`config.mk`:
```
export PLATFORM = sky130hd
export DESIGN_NAME = reorder_buffer
export DESIGN_NICKNAME = d
export VERILOG_FILES = /design/src/rtl/reorder_buffer.sv
export SDC_FILE = /design/constraint.sdc
export NUM_CORES = 1
export LEC_CHECK = 0
export BUFFER_PORTS_ARGS = -buffer_cell sky130_fd_sc_hd__buf_4
export CORE_ASPECT_RATIO = 0.5
export CORE_MARGIN = 5
export CORE_UTILIZATION = 60
export DETAILED_ROUTE_END_ITERATION = 10
export GPL_ROUTABILITY_DRIVEN = 0
export GPL_TIMING_DRIVEN = 1
export MAX_ROUTING_LAYER = met4
export PLACE_DENSITY = 0.87
export SLEW_MARGIN = 20
export SYNTH_ARGS = -nofsm -noshare
export SYNTH_HDL_FRONTEND = slang
export SYNTH_SLANG_ARGS = --single-unit
```
`constraint.sdc`:
```
create_clock -name clk -period 4.9 [get_ports clk]
set_input_delay 0.49 -clock clk [delete_from_list [all_inputs] [get_ports clk]]
set_output_delay 0.49 -clock clk [all_outputs]
set_load 0.01 [all_outputs]
```
`src/rtl/reorder_buffer.sv`:
```
// -----------------------------------------------------------------------------
// reorder_buffer
//
// Circular in-order reorder buffer sitting between dispatch / CDB writeback and
// the in-order commit stage. One entry may be allocated per cycle at the tail.
// Results arrive out of order by tag on the writeback bus. At most one
// completed head entry retires per cycle. A retiring entry is presented to
// commit on registered outputs, together with a one-cycle valid strobe. A
// flush discards every in-flight entry and returns both pointers to zero.
//
// Ports:
//   clk, rst_n        rising-edge clock; asynchronous active-low reset
//   alloc_valid       dispatch requests a new entry
//   alloc_ready       buffer not full (derived from registered count only)
//   alloc_dest_reg    architectural destination of the dispatched instruction
//   alloc_instr_type  instruction type code (ITYPE_* encoding, carried opaquely)
//   alloc_tag         tag the allocation receives this cycle (the tail pointer)
//   wb_valid          writeback bus carries a result
//   wb_tag            entry index the result belongs to
//   wb_result         result value
//   flush             discard all in-flight entries (dominates everything)
//   rob_valid         one-cycle strobe: retiring entry presented this cycle
//   rob_result        result of the retiring entry (holds between strobes)
//   rob_dest_reg      destination register of the retiring entry
//   rob_instr_type    instruction type of the retiring entry
//   rob_count         number of occupied entries (0..DEPTH)
// -----------------------------------------------------------------------------
module reorder_buffer #(
  parameter int XLEN  = 32,
  parameter int DEPTH = 16,               // power of two, >= 2
  parameter int TAG_W = $clog2(DEPTH)
) (
  input  logic             clk,
  input  logic             rst_n,
  // dispatch
  input  logic             alloc_valid,
  output logic             alloc_ready,
  input  logic [4:0]       alloc_dest_reg,
  input  logic [3:0]       alloc_instr_type,
  output logic [TAG_W-1:0] alloc_tag,
  // writeback bus
  input  logic             wb_valid,
  input  logic [TAG_W-1:0] wb_tag,
  input  logic [XLEN-1:0]  wb_result,
  // mispredict recovery
  input  logic             flush,
  // commit
  output logic             rob_valid,
  output logic [XLEN-1:0]  rob_result,
  output logic [4:0]       rob_dest_reg,
  output logic [3:0]       rob_instr_type,
  output logic [TAG_W:0]   rob_count
);

  localparam logic [TAG_W:0] FULL_COUNT = (TAG_W+1)'(DEPTH);

  // Per-entry control bits (reset) and payload (not reset).
  logic [DEPTH-1:0] busy_q;
  logic [DEPTH-1:0] done_q;
  logic [4:0]       dest_q   [DEPTH];
  logic [3:0]       type_q   [DEPTH];
  logic [XLEN-1:0]  result_q [DEPTH];

  logic [TAG_W-1:0] head_q;
  logic [TAG_W-1:0] tail_q;
  logic [TAG_W:0]   count_q;

  logic alloc_fire;
  logic wb_fire;
  logic retire_fire;

  // ---------------------------------------------------------------------------
  // Handshake and event qualification. Flush suppresses every other event.
  // ---------------------------------------------------------------------------
  assign alloc_ready = (count_q != FULL_COUNT);
  assign alloc_tag   = tail_q;
  assign rob_count   = count_q;

  assign alloc_fire  = alloc_valid && alloc_ready && !flush;
  // The tail entry is never busy while alloc_ready is high, so a writeback
  // cannot hit the entry being allocated in the same cycle.
  assign wb_fire     = wb_valid && busy_q[wb_tag] && !flush;
  // done_q is registered: a result written this cycle retires next cycle at
  // the earliest, so writeback and retirement of one entry never coincide.
  assign retire_fire = busy_q[head_q] && done_q[head_q] && !flush;

  // ---------------------------------------------------------------------------
  // Control state: busy/done bits, pointers, occupancy.
  // ---------------------------------------------------------------------------
  // NOTE: all sequential state uses non-blocking assignments, so every
  // register samples pre-edge values; where two assignments target the same
  // bit in one edge, the later one in program order takes effect.
  always_ff @(posedge clk or negedge rst_n) begin
    if (!rst_n) begin
      busy_q  <= '0;
      done_q  <= '0;
      head_q  <= '0;
      tail_q  <= '0;
      count_q <= '0;
    end else if (flush) begin
      busy_q  <= '0;
      done_q  <= '0;
      head_q  <= '0;
      tail_q  <= '0;
      count_q <= '0;
    end else begin
      if (wb_fire) begin
        done_q[wb_tag] <= 1'b1;
      end

      // Placed after the writeback so that freeing the head wins over a late
      // writeback aimed at the same entry.
      if (retire_fire) begin
        busy_q[head_q] <= 1'b0;
        done_q[head_q] <= 1'b0;
        head_q         <= head_q + 1'b1;   // wraps DEPTH-1 -> 0
      end

      if (alloc_fire) begin
        busy_q[tail_q] <= 1'b1;
        done_q[tail_q] <= 1'b0;
        tail_q         <= tail_q + 1'b1;   // wraps DEPTH-1 -> 0
      end

      unique case ({alloc_fire, retire_fire})
        2'b10:   count_q <= count_q + 1'b1;
        2'b01:   count_q <= count_q - 1'b1;
        default: count_q <= count_q;       // idle, or alloc and retire together
      endcase
    end
  end

  // ---------------------------------------------------------------------------
  // Entry payload.
  // ---------------------------------------------------------------------------
  // NOTE: the payload arrays are deliberately left without reset; busy/done
  // gate every read, so stale contents are never observable, and the arrays
  // stay plain storage without reset fan-out.
  always_ff @(posedge clk) begin
    if (alloc_fire) begin
      dest_q[tail_q] <= alloc_dest_reg;
      type_q[tail_q] <= alloc_instr_type;
    end
    if (wb_fire) begin
      result_q[wb_tag] <= wb_result;       // a repeated writeback overwrites
    end
  end

  // ---------------------------------------------------------------------------
  // Commit interface: registered strobe plus data that holds between strobes.
  // ---------------------------------------------------------------------------
  always_ff @(posedge clk or negedge rst_n) begin
    if (!rst_n) begin
      rob_valid      <= 1'b0;
      rob_result     <= '0;
      rob_dest_reg   <= '0;
      rob_instr_type <= '0;
    end else begin
      rob_valid <= retire_fire;            // retire_fire already excludes flush
      if (retire_fire) begin
        rob_result     <= result_q[head_q];
        rob_dest_reg   <= dest_q[head_q];
        rob_instr_type <= type_q[head_q];
      end
    end
  end

endmodule

```
==> flow_metrics.py <==
metrics = {
    "placed_design": {
        "place_hpwl_mm": 37.83,
        "portBuffers": 101,
        "dp_cells": 1998,
    },
    "critical_path": {
        "end_kind": "register",
        "crit_arrival_ps": 4250,
        "cp-start-kind": "register",
        "worstPathMaxFanout": 38,
        "crit_family": "compound AO/OA/AOI/OAI gates",
        "rr_worst_depth": 12,
        "worst-path-buf-inv": 0,
        "worstReg2RegEnd": "rob_count[4]$_DFFE_PN0P_",
        "max_stage_delay_ps": 810,
        "critPathSlowestCell": "dfrtp_4",
        "path_class": "register to register",
        "r2r_start": "head_q[1]$_DFFE_PN0P_",
        "r2r_setup_slack_ps": 1150,
        "path_cells": "mux2i_1 > a221oi_2 > o2111a_1 > o21bai_4 > nor2_1 > xor2_1 > ha_1 > or3_1 > a21oi_1 > nand2_1 > a2bb2oi_1 > mux2_2",
        "required_ps": 5400,
    },
    "pwr": {
        "swShare": 0.2046,
        "power_density_nw_per_um2": 379.0,
        "p_leak_nw": 10.62,
        "peakVddDrop_v": 0.0003391,
        "p_int_mw": 9.822,
        "clkPwrFrac": 0.412,
        "sequentialPowerShare": 0.563,
        "combPwrFrac": 0.024,
        "p_sw_mw": 2.527,
    },
    "grt": {
        "grt_pass1_wl_mm": 110.5,
        "grt_max_degree": 89,
        "antenna_found_initial": 3,
        "grt_usage": 0.3003,
        "grt_pass1_vias": 15631,
        "grt-ovfl-total": 0,
    },
    "clocking": {
        "cts_max_level": 2,
        "cts_inserted_buffers": 60,
        "clk_pin_slew_worst_paths_ps": 70,
        "cts_tree": "done",
        "post_cts_resized": 0,
        "clock_latency_ps": 630,
        "cts-root-buf": "clkbuf_16",
        "cts_hold_buf": 0,
        "cts_setup_buffers": 0,
        "clock-sinks": 743,
        "clk_path_buf_depth": 3,
    },
    "layout": {
        "layoutNonFillerInstCount": 2114,
        "finalCoreUtilization": 0.6889,
        "largest_reg_flops": 512,
        "final_nets": 1482,
        "top_register": "result_q",
        "drive_gt1_frac": 0.3496,
        "largestRegisters": "result_q (512), dest_q (80), type_q (64)",
        "syn_to_final_growth_pct": 12.42,
    },
    "sta": {
        "min_period_ps": 3750,
        "setup_tns_ps": 0,
        "tightest_slew_ps": 1180,
        "grt_setup_unrepaired": "no",
        "finalHoldViolations": 0,
        "max_freq_mhz": 266.7,
        "timing.final.crit_share": 0.7652,
        "slew_headroom": 0.2076,
        "slew_viol_final": 0,
        "setup_violations": 0,
        "clock_skew_ps": 25.94,
    },
    "synth": {
        "synth-compound-area-share": 0.01520,
        "ys_warn_count": 0,
        "synth_cell_types": 53,
        "syn_avg_cell_area_um2": 22.42,
        "synth_xor_area_frac": 0.003281,
        "synth_ff_type": "edfxtp_1",
        "muxShareOfSynthArea": 0.1842,
        "syn_inst": 1293,
        "ys_ff_latch": 743,
        "synthSimpleGateAreaFrac": 0.02340,
        "async_flop_share": 0.1171,
        "synth_edf_count": 656,
        "synth_fa_ha_area_frac": 0.004317,
        "seq_area_frac_synth": 0.7548,
        "synth_top_family_by_area": "multiplexers",
        "syn_area_um2": 28980,
        "synth.net_count": 1353,
    },
    "die": {
        "die_w_um": 320.8,
        "pin_count": 102,
        "die-area_um2": 53070,
        "rows": 56,
        "coreArea_um2": 47300,
        "die_h_um": 165.4,
        "initial_core_util": 0.6128,
    },
    "routing": {
        "via_count": 15273,
        "wl_per_cell_um": 36.59,
        "finalWirelength_mm": 77.34,
        "via_per_inst": 7.225,
        "dr.max_layer_used": "met4",
        "drt_first_pass_iters": 6,
        "ant_nets": 0,
        "wl_met3_mm": 9.557,
        "wl_met2_mm": 38.86,
        "drc_errors": 0,
        "met1_length_mm": 25.75,
        "drt_iter0_drc": 2853,
    },
    "run_status": {
        "status": "finished, final reports clean",
    },
    "run": {
        "maxCapViolations": 0,
    },
    "hold_path": {
        "hold_path.class": "input pin to async pin",
    },
}
-- logic make-up after synthesis --
group | Yosys count
flip-flops | 743
buffers and inverters | 76
AO/OA/AOI/OAI | 57
XOR/XNOR | 10
AND/OR/NAND/NOR | 133
multiplexers | 264
adder cells (fa/ha/maj) | 10
-- area by class of cell --
class,instances,area (µm²)
Sequential cell,743,21890
Fill cell,2548,14710
Multi-Input combinational cell,474,6812
Clock buffer,83,1649
Timing Repair Buffer,134,1022
Tap cell,638,798.3
Clock inverter,30,370.4
Inverter,9,33.78
Antenna cell,3,7.507
-- power by group through the flow --
stage,Combinational [mW],Clock (mW),Sequential (mW)
2_1_floorplan,0.0769,0,7.10
3_3_place_gp,0.262,0,7.09
3_5_place_dp,0.287,0,7.09
4_1_cts,0.297,5.10,6.96
5_1_grt,0.318,5.40,6.96
6_report,0.300,5.09,6.96
-- through the flow --
stage / hold slack, ps / instance area, µm² / total power, mW / setup slack [ps]
CTS: 25.70 / 32570 / 12.35 / 1207
detailed placement: 495.9 / 30550 / 7.382 / 1339
floorplan: 194.4 / 28980 / 7.177 / 935.6
global route: 50.02 / 32580 / 12.68 / 959.3
finish: 15.96 / 32580 / 12.35 / 1150
global placement: 484.3 / 30550 / 7.353 / 1375
-- routing by layer --
layer | GRT usage | up-vias
met3 | 0.06089 | 287
met2 | 0.4948 | 1499
met1 | 0.3848 | 7845
met5 | - | -
met4 | 0.1057 | 0
li1 | - | 5642
-- placed cells by master, fill, tap and decap left out, drive strengths merged, types with 14 or more instances in the layout --
cell	instances
nand3	14
dfrtp	87
buf	134
clkinv	18
nand2	14
nor2	54
clkbuf	83
mux4	211
mux2	45
edfxtp	656
a21oi	16
-- cell usage after synthesis, types with 3 or more instances --
cell,n,share of area
inv_1,9,0.0012
nand2_1,14,0.0018
o21ba_2,3,0.0010
a2bb2oi_1,3,0.00091
mux2i_1,8,0.0028
ha_1,10,0.0043
edfxtp_1,656,0.68
and3_1,3,0.00065
a21boi_0,3,0.00078
nor3_1,9,0.0016
buf_6,9,0.0035
clkbuf_1,21,0.0027
mux2_2,42,0.016
a21o_1,4,0.0010
xnor2_1,4,0.0012
dfrtp_1,87,0.075
mux4_2,211,0.16
buf_4,13,0.0034
and2_1,4,0.00086
nor3b_1,5,0.0013
a21oi_1,16,0.0028
xor2_1,5,0.0015
nand2b_1,6,0.0013
o21ai_0,3,0.00052
nand3b_1,6,0.0016
nand3_1,14,0.0024
a2111oi_0,9,0.0027
nor2b_1,6,0.0013
nor2_1,53,0.0069
a2111oi_1,3,0.0010
a21bo_2,4,0.0014
mux2_1,3,0.0012
nand4_1,3,0.00065
buf_2,22,0.0038
-- how the worst max path moves through the flow --
stage	from	end	slack (ps)	depth (start not counted)
after detailed placement	head_q[1]$_DFFE_PN0P_	rob_count[4]$_DFFE_PN0P_	1340	13
after CTS	head_q[0]$_DFFE_PN0P_	rob_result[16]$_DFFE_PN0N_	1210	5
final	head_q[1]$_DFFE_PN0P_	rob_count[4]$_DFFE_PN0P_	1150	12
after floorplan	wb_tag[1]	done_q[12]$_DFF_PN0_	940	6
after global placement	head_q[1]$_DFFE_PN0P_	rob_count[4]$_DFFE_PN0P_	1370	11
after global routing	head_q[1]$_DFFE_PN0P_	rob_count[4]$_DFFE_PN0P_	960	12
-- worst register-to-register path: stages (launching register included) --
cell and delay, ps:
dfrtp_4 810, mux2i_1 220, a221oi_2 380, o2111a_1 600, o21bai_4 120, nor2_1 180, xor2_1 100, ha_1 220
or3_1 310, a21oi_1 170, nand2_1 70, a2bb2oi_1 160, mux2_2 290
(Power assumes the default switching activity.)
